## src/rtl/upsp_frame_sequencer.sv

```systemverilog
// rtl/upsp_frame_sequencer.sv - AXI4-Lite master stepping the upsampler through a batch of frames
// Optional watchdog: define UPSP_SEQ_TIMEOUT_EN.
module upsp_frame_sequencer #(
    parameter int AXI_DATA_WIDTH = 32,
    parameter int AXI_ADDR_WIDTH = 32,
    parameter logic [AXI_ADDR_WIDTH-1:0] ADDR_UPSTART    = AXI_ADDR_WIDTH'(32'h0),
    parameter logic [AXI_ADDR_WIDTH-1:0] ADDR_UPEND      = AXI_ADDR_WIDTH'(32'h4),
    parameter logic [AXI_ADDR_WIDTH-1:0] ADDR_UPINHSKCNT = AXI_ADDR_WIDTH'(32'h8),
    parameter int FRAME_CNT_WIDTH = 16,
    parameter int TIMEOUT_CYCLES  = 1048576
) (
    input  logic                          clk,
    input  logic                          rst_n,
    input  logic                          start,
    input  logic [FRAME_CNT_WIDTH-1:0]    frame_num,
    output logic                          busy,
    output logic                          done,
    output logic                          err,
    output logic [FRAME_CNT_WIDTH-1:0]    frame_cnt,
    output logic [AXI_DATA_WIDTH-1:0]     last_hskcnt,
    input  logic                          interrupt_updone,
    output logic                          m_axi_awvalid,
    input  logic                          m_axi_awready,
    output logic [AXI_ADDR_WIDTH-1:0]     m_axi_awaddr,
    output logic [2:0]                    m_axi_awprot,
    output logic                          m_axi_wvalid,
    input  logic                          m_axi_wready,
    output logic [AXI_DATA_WIDTH-1:0]     m_axi_wdata,
    output logic [AXI_DATA_WIDTH/8-1:0]   m_axi_wstrb,
    input  logic                          m_axi_bvalid,
    output logic                          m_axi_bready,
    input  logic [1:0]                    m_axi_bresp,
    output logic                          m_axi_arvalid,
    input  logic                          m_axi_arready,
    output logic [AXI_ADDR_WIDTH-1:0]     m_axi_araddr,
    output logic [2:0]                    m_axi_arprot,
    input  logic                          m_axi_rvalid,
    output logic                          m_axi_rready,
    input  logic [AXI_DATA_WIDTH-1:0]     m_axi_rdata,
    input  logic [1:0]                    m_axi_rresp
);

    typedef enum logic [2:0] {
        IDLE, WR_START, WR_START_B, WAIT_DONE, RD_CNT, RD_CNT_R, WR_END, WR_END_B
    } state_t;

    state_t state_q, state_d;
    logic aw_done_q, aw_done_d, w_done_q, w_done_d;
    logic [FRAME_CNT_WIDTH-1:0] frame_num_q, frame_cnt_q, frame_cnt_inc;
    logic [AXI_DATA_WIDTH-1:0]  hskcnt_q;
    logic err_q, done_q;
    logic in_wr, aw_ok, w_ok;
    logic latch_start, frame_inc, set_err, set_done, tmo_hit;

    assign frame_cnt_inc = frame_cnt_q + {{(FRAME_CNT_WIDTH-1){1'b0}}, 1'b1};

    assign in_wr = (state_q == WR_START) || (state_q == WR_END);
    // A channel counts as accepted if it finished earlier or is handshaking now.
    assign aw_ok = aw_done_q || m_axi_awready;
    assign w_ok  = w_done_q  || m_axi_wready;

    assign m_axi_awvalid = in_wr && !aw_done_q;
    assign m_axi_wvalid  = in_wr && !w_done_q;
    assign m_axi_awaddr  = (state_q == WR_END) ? ADDR_UPEND :
                           (state_q == WR_START) ? ADDR_UPSTART : '0;
    assign m_axi_awprot  = 3'b000;
    assign m_axi_wdata   = {{(AXI_DATA_WIDTH-1){1'b0}}, 1'b1};
    assign m_axi_wstrb   = '1;
    assign m_axi_bready  = (state_q == WR_START_B) || (state_q == WR_END_B);
    assign m_axi_arvalid = (state_q == RD_CNT);
    assign m_axi_araddr  = (state_q == RD_CNT) ? ADDR_UPINHSKCNT : '0;
    assign m_axi_arprot  = 3'b000;
    assign m_axi_rready  = (state_q == RD_CNT_R);

    assign busy        = (state_q != IDLE);
    assign done        = done_q;
    assign err         = err_q;
    assign frame_cnt   = frame_cnt_q;
    assign last_hskcnt = hskcnt_q;

    always_comb begin
        state_d     = state_q;
        aw_done_d   = aw_done_q;
        w_done_d    = w_done_q;
        latch_start = 1'b0;
        frame_inc   = 1'b0;
        set_err     = 1'b0;
        set_done    = 1'b0;
        case (state_q)
            IDLE: begin
                if (start) begin
                    latch_start = 1'b1;
                    if (frame_num == '0) set_done = 1'b1;
                    else                 state_d  = WR_START;
                end
            end
            WR_START, WR_END: begin
                if (aw_ok && w_ok) begin
                    state_d   = (state_q == WR_START) ? WR_START_B : WR_END_B;
                    aw_done_d = 1'b0;
                    w_done_d  = 1'b0;
                end else begin
                    aw_done_d = aw_ok;
                    w_done_d  = w_ok;
                end
            end
            WR_START_B: begin
                if (m_axi_bvalid) begin
                    if (m_axi_bresp != 2'b00) begin
                        set_err  = 1'b1;
                        set_done = 1'b1;
                        state_d  = IDLE;
                    end else begin
                        state_d = WAIT_DONE;
                    end
                end
            end
            WAIT_DONE: if (interrupt_updone) state_d = RD_CNT;
            RD_CNT:    if (m_axi_arready) state_d = RD_CNT_R;
            RD_CNT_R: begin
                if (m_axi_rvalid) begin
                    if (m_axi_rresp != 2'b00) begin
                        set_err  = 1'b1;
                        set_done = 1'b1;
                        state_d  = IDLE;
                    end else begin
                        state_d = WR_END;
                    end
                end
            end
            WR_END_B: begin
                if (m_axi_bvalid) begin
                    if (m_axi_bresp != 2'b00) begin
                        set_err  = 1'b1;
                        set_done = 1'b1;
                        state_d  = IDLE;
                    end else begin
                        frame_inc = 1'b1;
                        if (frame_cnt_inc == frame_num_q) begin
                            set_done = 1'b1;
                            state_d  = IDLE;
                        end else begin
                            state_d = WR_START;
                        end
                    end
                end
            end
            default: state_d = IDLE;
        endcase
        // Watchdog overrides any in-flight step and abandons the transfer.
        if (tmo_hit) begin
            state_d   = IDLE;
            aw_done_d = 1'b0;
            w_done_d  = 1'b0;
            frame_inc = 1'b0;
            set_err   = 1'b1;
            set_done  = 1'b1;
        end
    end

    always_ff @(posedge clk or negedge rst_n) begin
        if (!rst_n) begin
            state_q     <= IDLE;
            aw_done_q   <= 1'b0;
            w_done_q    <= 1'b0;
            frame_num_q <= '0;
            frame_cnt_q <= '0;
            hskcnt_q    <= '0;
            err_q       <= 1'b0;
            done_q      <= 1'b0;
        end else begin
            state_q   <= state_d;
            aw_done_q <= aw_done_d;
            w_done_q  <= w_done_d;
            done_q    <= set_done;
            if (latch_start) begin
                frame_num_q <= frame_num;
                frame_cnt_q <= '0;
                err_q       <= 1'b0;
            end else begin
                if (frame_inc) frame_cnt_q <= frame_cnt_inc;
                if (set_err)   err_q       <= 1'b1;
            end
            if ((state_q == RD_CNT_R) && m_axi_rvalid) hskcnt_q <= m_axi_rdata;
        end
    end

`ifdef UPSP_SEQ_TIMEOUT_EN
    localparam int TMO_W = $clog2(TIMEOUT_CYCLES + 1);
    logic [TMO_W-1:0] tmo_q;

    assign tmo_hit = (state_q != IDLE) && (tmo_q == TMO_W'(TIMEOUT_CYCLES - 1));

    always_ff @(posedge clk or negedge rst_n) begin
        if (!rst_n)                                     tmo_q <= '0;
        else if ((state_d != state_q) || (state_q == IDLE)) tmo_q <= '0;
        else                                            tmo_q <= tmo_q + TMO_W'(1);
    end
`else
    logic unused_tmo_cfg;
    assign tmo_hit        = 1'b0;
    assign unused_tmo_cfg = (TIMEOUT_CYCLES != 0);
`endif

endmodule

```

## config.mk

```make
export PLATFORM = sky130hd
export DESIGN_NAME = upsp_frame_sequencer
export DESIGN_NICKNAME = d
export VERILOG_FILES = /design/src/rtl/upsp_frame_sequencer.sv
export SDC_FILE = /design/constraint.sdc
export NUM_CORES = 1
export LEC_CHECK = 0
export CAP_MARGIN = 30
export CORE_MARGIN = 4
export CORE_UTILIZATION = 44
export DETAILED_ROUTE_END_ITERATION = 10
export HOLD_SLACK_MARGIN = 0.02
export PLACE_DENSITY = 0.94
export SLEW_MARGIN = 20
export SYNTH_ARGS = -nofsm -noshare
export SYNTH_HDL_FRONTEND = slang
export SYNTH_SLANG_ARGS = --single-unit
```

## constraint.sdc

```tcl
create_clock -name clk -period 4.83 [get_ports clk]
set_input_delay 0.7245 -clock clk [delete_from_list [all_inputs] [get_ports clk]]
set_output_delay 0.7245 -clock clk [all_outputs]
set_load 0.02 [all_outputs]
```

==> results.ini, run 1 <==
[grt]
grt_first_pass_wirelength_mm = 17.0
grt_max_degree = 52
grt_antenna_before_repair = 0
grt_pass1_vias = 3463
track_usage_pct = 18.2
grt-ovfl-total = 0

[die]
start_util_pct = 45.7
dieWidth_um = 109
coreArea_um2 = 9910
die_height_um = 109
row_count = 36
pin_count = 223
die-area_um2 = 12000

[placement]
gp_congestion = 0.932
port_buffers = 118
hpwl_mm = 8.43
pre_cts_slack_ns = 2.05

[cts]
clk-insertion-delay-late_ns = 0.34
h-tree-depth = 3
cts_hold_buf = 0
cts_tree = yes
cts_setup_buffers = 0
clock_sinks = 71
cts_buffers = 9
cts_root_buffer = clkbuf_8
clk_pin_slew_ns = 0.08
cts_resized = 0
clk_path_buf_depth = 2

[detailed_routing]
vias = 3575
routedWlPerCell_um = 15.0
first_pass_iters = 5
drt-total-wl_mm = 10.9
drt.antenna.violating_nets = 0
dr.first_iter.drc_count = 153
viasPerCell = 4.92
post-route-drc-count = 0

[critical_path]
start_kind = flop
cp-startpoint = state_q[2]
r2r-start = frame_cnt[0]
cp.required_ns = 4.11
path_max_fanout = 17
arrival_ns = 2.50
end_kind = output port
worstSetupPathType = reg -> out

[yosys]
ys_async_sr_fraction_pct = 100
synth-main-ff-cell = dfrtp_1
yosysSeqAreaShare_pct = 39.2
synth_cell_types = 61
ys_warn_count = 0
syn_area_um2 = 4530
synth_area_per_cell_um2 = 9.36
ys_ff_latch = 71
synth_edf_count = 0
syn_inst = 484

[timing]
rsz0062_at_grt = false
slew_viol_final = 0
setup_ws_ns = 1.60
min_period_ns = 3.23
hold_viol = 0
skew_ns = 0.00854
fmax_ghz = 0.310
slew_headroom_pct = 49.5
worst_slew_pin_slew_ns = 0.754
min_period_over_period_pct = 66.8
setup_viol = 0
fin_setup_tns_ns = 0

[flow_run]
max-cap-violations = 0

[final_layout]
drive_gt1_share_pct = 10.4
final_cell_mix = clkdlybuf4s50_1 (117), conb_1 (104), dfrtp_1 (71)
seq_area_um2 = 1780
multi_input_area_um2 = 2200
final_common_cell = clkdlybuf4s50_1
fillCellCount = 848
nNetsFinal = 651
antenna_cells = 0
syn2layout_area_growth_pct = 23.8

[pwr]
leakage_nw = 2.51
peakVddDrop_mv = 0.431
powerDensity_nw_per_um2 = 544

[worst_hold_path]
hp-class = in -> async

[status]
status = finished, final reports clean

## worst max-delay path, stage by stage, from the launching register on
cell and delay (ns):
dfrtp_1 0.64, nand2_1 0.18, o21ai_0 0.51, nor2b_1 0.20, clkdlybuf4s50_1 0.62
## routing by layer
| metal | wire, um | up-vias | GRT usage [%] | part of all wire (%) |
|---|---|---|---|---|
| li1 | - | 1648 | - | - |
| met1 | 3880 | 1710 | 21.1 | 36 |
| met2 | 5430 | 195 | 29.7 | 50 |
| met3 | 1340 | 22 | 7.57 | 12 |
| met4 | 223 | 0 | 7.21 | 2.1 |
| met5 | 0 | - | 0 | 0 |
## path summary, 6_finish.rpt
kind / endpoint / slack [ns] / depth (start not counted)
setup / recovery: m_axi_awvalid / 1.60 / 4
hold / removal: frame_cnt[6] / 0.33 / 1
setup reg to reg: state_q[0] / 2.24 / 7
hold reg to reg: frame_num_q[8] / 0.50 / 2
max in group asynchronous: last_hskcnt[24] / 3.45 / 2
min in group clk: frame_num_q[8] / 0.50 / 2
## layout make-up
class	count	share of cell area (%)
Clock buffer	12	2.94
Clock inverter	4	1.76
Inverter	2	0.134
Multi-Input combinational cell	385	39.3
Sequential cell	71	31.7
Tap cell	133	2.97
Timing Repair Buffer	120	21.2
## report_power, final
part,switching (W),internal (W)
combinational,0.000727,0.000674
clock,0.000233,0.000388
sequential,0.000202,0.000827
## flip-flops by register name (all words and copies together), names as in the netlist
register and count:
last_hskcnt 32, done 1, frame_num_q 16, w_done_q 1, aw_done_q 1, frame_cnt 16, state_q 3, err 1
## kinds of logic after synthesis
logic type	count (synthesis)	share of synthesized area [%]
AND/OR/NAND/NOR	158	17.8
flip-flops	71	39.2
multiplexers	32	7.95
XOR/XNOR	24	4.64
AO/OA/AOI/OAI	66	9.31
other	2	0.166
buffers and inverters	130	20.6
adder cells (fa/ha/maj)	1	0.276
## synth_stat cells, drive strengths merged, types with 4 or more instances
master | instances | area, um2
a21oi | 8 | 40.0
and3 | 4 | 25.0
buf | 119 | 886
clkbuf | 8 | 30.0
dfrtp | 71 | 1780
mux2 | 32 | 360
nand2 | 69 | 259
nand2b | 5 | 31.3
nand3 | 14 | 75.1
nand4 | 7 | 50.1
nor2 | 25 | 93.8
nor2b | 4 | 25.0
nor3 | 4 | 20.0
nor4 | 7 | 65.1
o21ai | 32 | 164
xnor2 | 14 | 123
xor2 | 10 | 87.6
## through the flow
| stage | util [%] | hold WS [ns] | cells | area, um2 | power, W |
|---|---|---|---|---|---|
| floorplan | - | 0.429 | 586 | 4910 | 0.00197 |
| global route | 56.6 | 0.354 | 727 | 5610 | 0.00325 |
| detailed placement | 53.9 | 0.483 | 711 | 5350 | 0.00244 |
| finish | 56.6 | 0.326 | 727 | 5610 | 0.00305 |
| global placement | 53.9 | 0.485 | 711 | 5350 | 0.00238 |
| CTS | 56.6 | 0.332 | 727 | 5610 | 0.00307 |
No activity file was read; power rests on OpenSTA's default activity.
==> run 2, diff against run 1 <==
CORE_UTILIZATION = 41   (was 44)
PLACE_DENSITY = 0.89   (was 0.94)
clock period = 3.2 ns   (was 4.83 ns; I/O delays follow)
==> run 2 against run 1 <==
  * Via count shrank 1.8%
  * Critical path depth stayed put
  * Combinational power is 50% higher
  * Global-route usage fell by 1.7 points
  * Final cell count is 0.96% higher
  * Total power rose by 44%
  * Highest routed layer unchanged
  * Largest power group unchanged
==> results.ini, run 2 (synthesized netlist as in run 1, its figures left out) <==
[cts]
clk_path_buf_depth = 2  ; unchanged
cts_root_buffer = clkbuf_8
cts_hold_buf = 0  ; unchanged
cts_buffers = 9  ; unchanged
clk-insertion-delay-late_ns = 0.35  ; about the same
clk_pin_slew_ns = 0.08  ; about the same
clock_sinks = 71  ; unchanged
h-tree-depth = 3  ; unchanged
cts_tree = yes
cts_setup_buffers = 0  ; unchanged
cts_resized = 0  ; unchanged

[grt]
grt-ovfl-total = 0  ; unchanged
grt_pass1_vias = 3377  ; -2.5%
top_usage_layer = met2
track_usage_pct = 16.5  ; -1.7 points
met1_usage_pct = 18.8  ; -2.4 points
grt_antenna_before_repair = 0  ; unchanged
use_met3_pct = 6.79  ; -0.78 points
grt_first_pass_wirelength_mm = 16.9  ; -0.69%
grtUsageMet2_pct = 27.4  ; -2.3 points
grt_max_degree = 53  ; +1.9%

[status]
status = finished, final reports clean

[critical_path]
end_kind = output port
cp_slowest_cell = dfrtp_1
start_kind = flop
worstPathCellList = or3b_1 > o21ai_0 > nor2b_1 > clkdlybuf4s50_1
crit_path_max_incr_delay_ns = 0.63  ; about the same
crit_family = simple AND/OR/NAND/NOR gates
arrival_ns = 2.48  ; -0.02 ns
critPathBufInv = 1  ; unchanged
worstSetupPathType = reg -> out
cp.required_ns = 2.72  ; -1.39 ns
path_max_fanout = 16  ; -1

[final_layout]
final_common_cell = clkdlybuf4s50_1
final_cells = 734  ; +0.96%
antenna_cells = 0  ; unchanged
final_cell_mix = clkdlybuf4s50_1 (117), conb_1 (104), dfrtp_1 (71)
multi_input_area_um2 = 2200  ; unchanged
syn2layout_area_growth_pct = 22.8
nNetsFinal = 653  ; +0.31%
finalCoreUtilization_pct = 51.3  ; -5.3 points
largest_reg_flops = 32  ; unchanged
fillCellCount = 975  ; +15%
drive_gt1_share_pct = 10.4  ; unchanged
seq_area_um2 = 1780  ; unchanged

[timing]
min_period_ns = 2.96
slew_headroom_pct = 44.2  ; -5.3 points
worst_slew_pin_slew_ns = 0.833  ; +0.0790 ns
hold_viol = 0  ; unchanged
skew_ns = 0.00794  ; -0.000591 ns
setup_viol = 0  ; unchanged
rsz0062_at_grt = false
fmax_ghz = 0.338
fin_setup_tns_ns = 0  ; unchanged
slew_viol_final = 0  ; unchanged
whs_ns = 0.0728  ; -0.254 ns
min_period_over_period_pct = 92.5

[die]
coreArea_um2 = 10800  ; +9.4%
row_count = 38  ; +5.6%
die_height_um = 113  ; +3.3%
pin_count = 223  ; unchanged
dieWidth_um = 113  ; +3.3%
start_util_pct = 41.8  ; -3.9 points
die-area_um2 = 12800  ; +6.8%

[pwr]
powerDensity_nw_per_um2 = 787  ; +45%
power_w = 0.00438  ; +44%
peakVddDrop_mv = 0.526  ; +22%
leakage_nw = 2.49  ; -0.84%

[placement]
dpl.cell_count = 720  ; +1.3%
gp_congestion = 0.874  ; -6.1%
port_buffers = 118  ; unchanged
hpwl_mm = 8.44  ; about the same

[detailed_routing]
drt-total-wl_mm = 10.8  ; -0.81%
drt.antenna.violating_nets = 0  ; unchanged
dr.first_iter.drc_count = 145  ; -5.2%
viasPerCell = 4.78  ; -2.8%
post-route-drc-count = 0  ; unchanged
routedWlPerCell_um = 14.7  ; -1.8%
first_pass_iters = 4  ; -1
vias = 3509  ; -1.8%

[worst_hold_path]
hp-class = in -> async

[flow_run]
max-cap-violations = 0  ; unchanged

run 2: changes by cell type in the layout (fill, tap and decap cells not counted), sizes merged:
| cell | delta |
|---|---|
| buf | +2 |
| bufinv | -2 |
| clkinv | +2 |
| clkbuf | -1 |
| inv | -1 |
run 2: worst paths after layout:
path / to / depth (start not counted) / from / slack (ns)
max: m_axi_awvalid / 4 / state_q[0] / 0.24
min: frame_cnt[6] / 1 / rst_n / 0.07
max reg2reg: state_q[0] / 7 / frame_cnt[0] / 0.72
min reg2reg: last_hskcnt[10] / 1 / last_hskcnt[10] / 0.50
max in group asynchronous: last_hskcnt[30] / 2 / rst_n / 2.10
min in group clk: last_hskcnt[10] / 1 / last_hskcnt[10] / 0.50
run 2: power by group:
| group | switching, W | leakage [nW] | internal [W] |
|---|---|---|---|
| registers | 0.000297 | 0.891 | 0.00125 |
| logic | 0.00108 | 1.50 | 0.00102 |
| clock network | 0.000337 | 0.101 | 0.000394 |
| total | 0.00172 | 2.49 | 0.00266 |
run 2: final cells by class:
cell class / instances / area share, %
clock buffer: 11 / 2.72
inverter: 2 / 0.135
timing repair buffer: 122 / 21.7
clock inverter: 3 / 0.787
multi-input combinational: 385 / 39.6
tap: 140 / 3.15
sequential: 71 / 31.9
run 2: metal layers:
layer | wire [um] | vias to the layer above
li1 | - | 1648
met1 | 3880 | 1650
met2 | 5380 | 192
met3 | 1330 | 19
met4 | 201 | 0
met5 | 0 | -
run 2: worst register-to-register path, stage by stage, from the launching register on:
cell,delay (ns)
dfrtp_1,0.52
ha_1,0.39
and3_1,0.29
nand3_2,0.13
a2111oi_2,0.33
o2111ai_1,0.19
nor4b_2,0.39
o21ai_1,0.12
run 2: per-stage QoR:
step	area [um2]	setup WS, ns
2_1_floorplan	4910	1.05
3_3_place_gp	5370	0.695
3_5_place_dp	5370	0.630
4_1_cts	5560	0.218
5_1_grt	5560	0.0766
6_report	5560	0.239
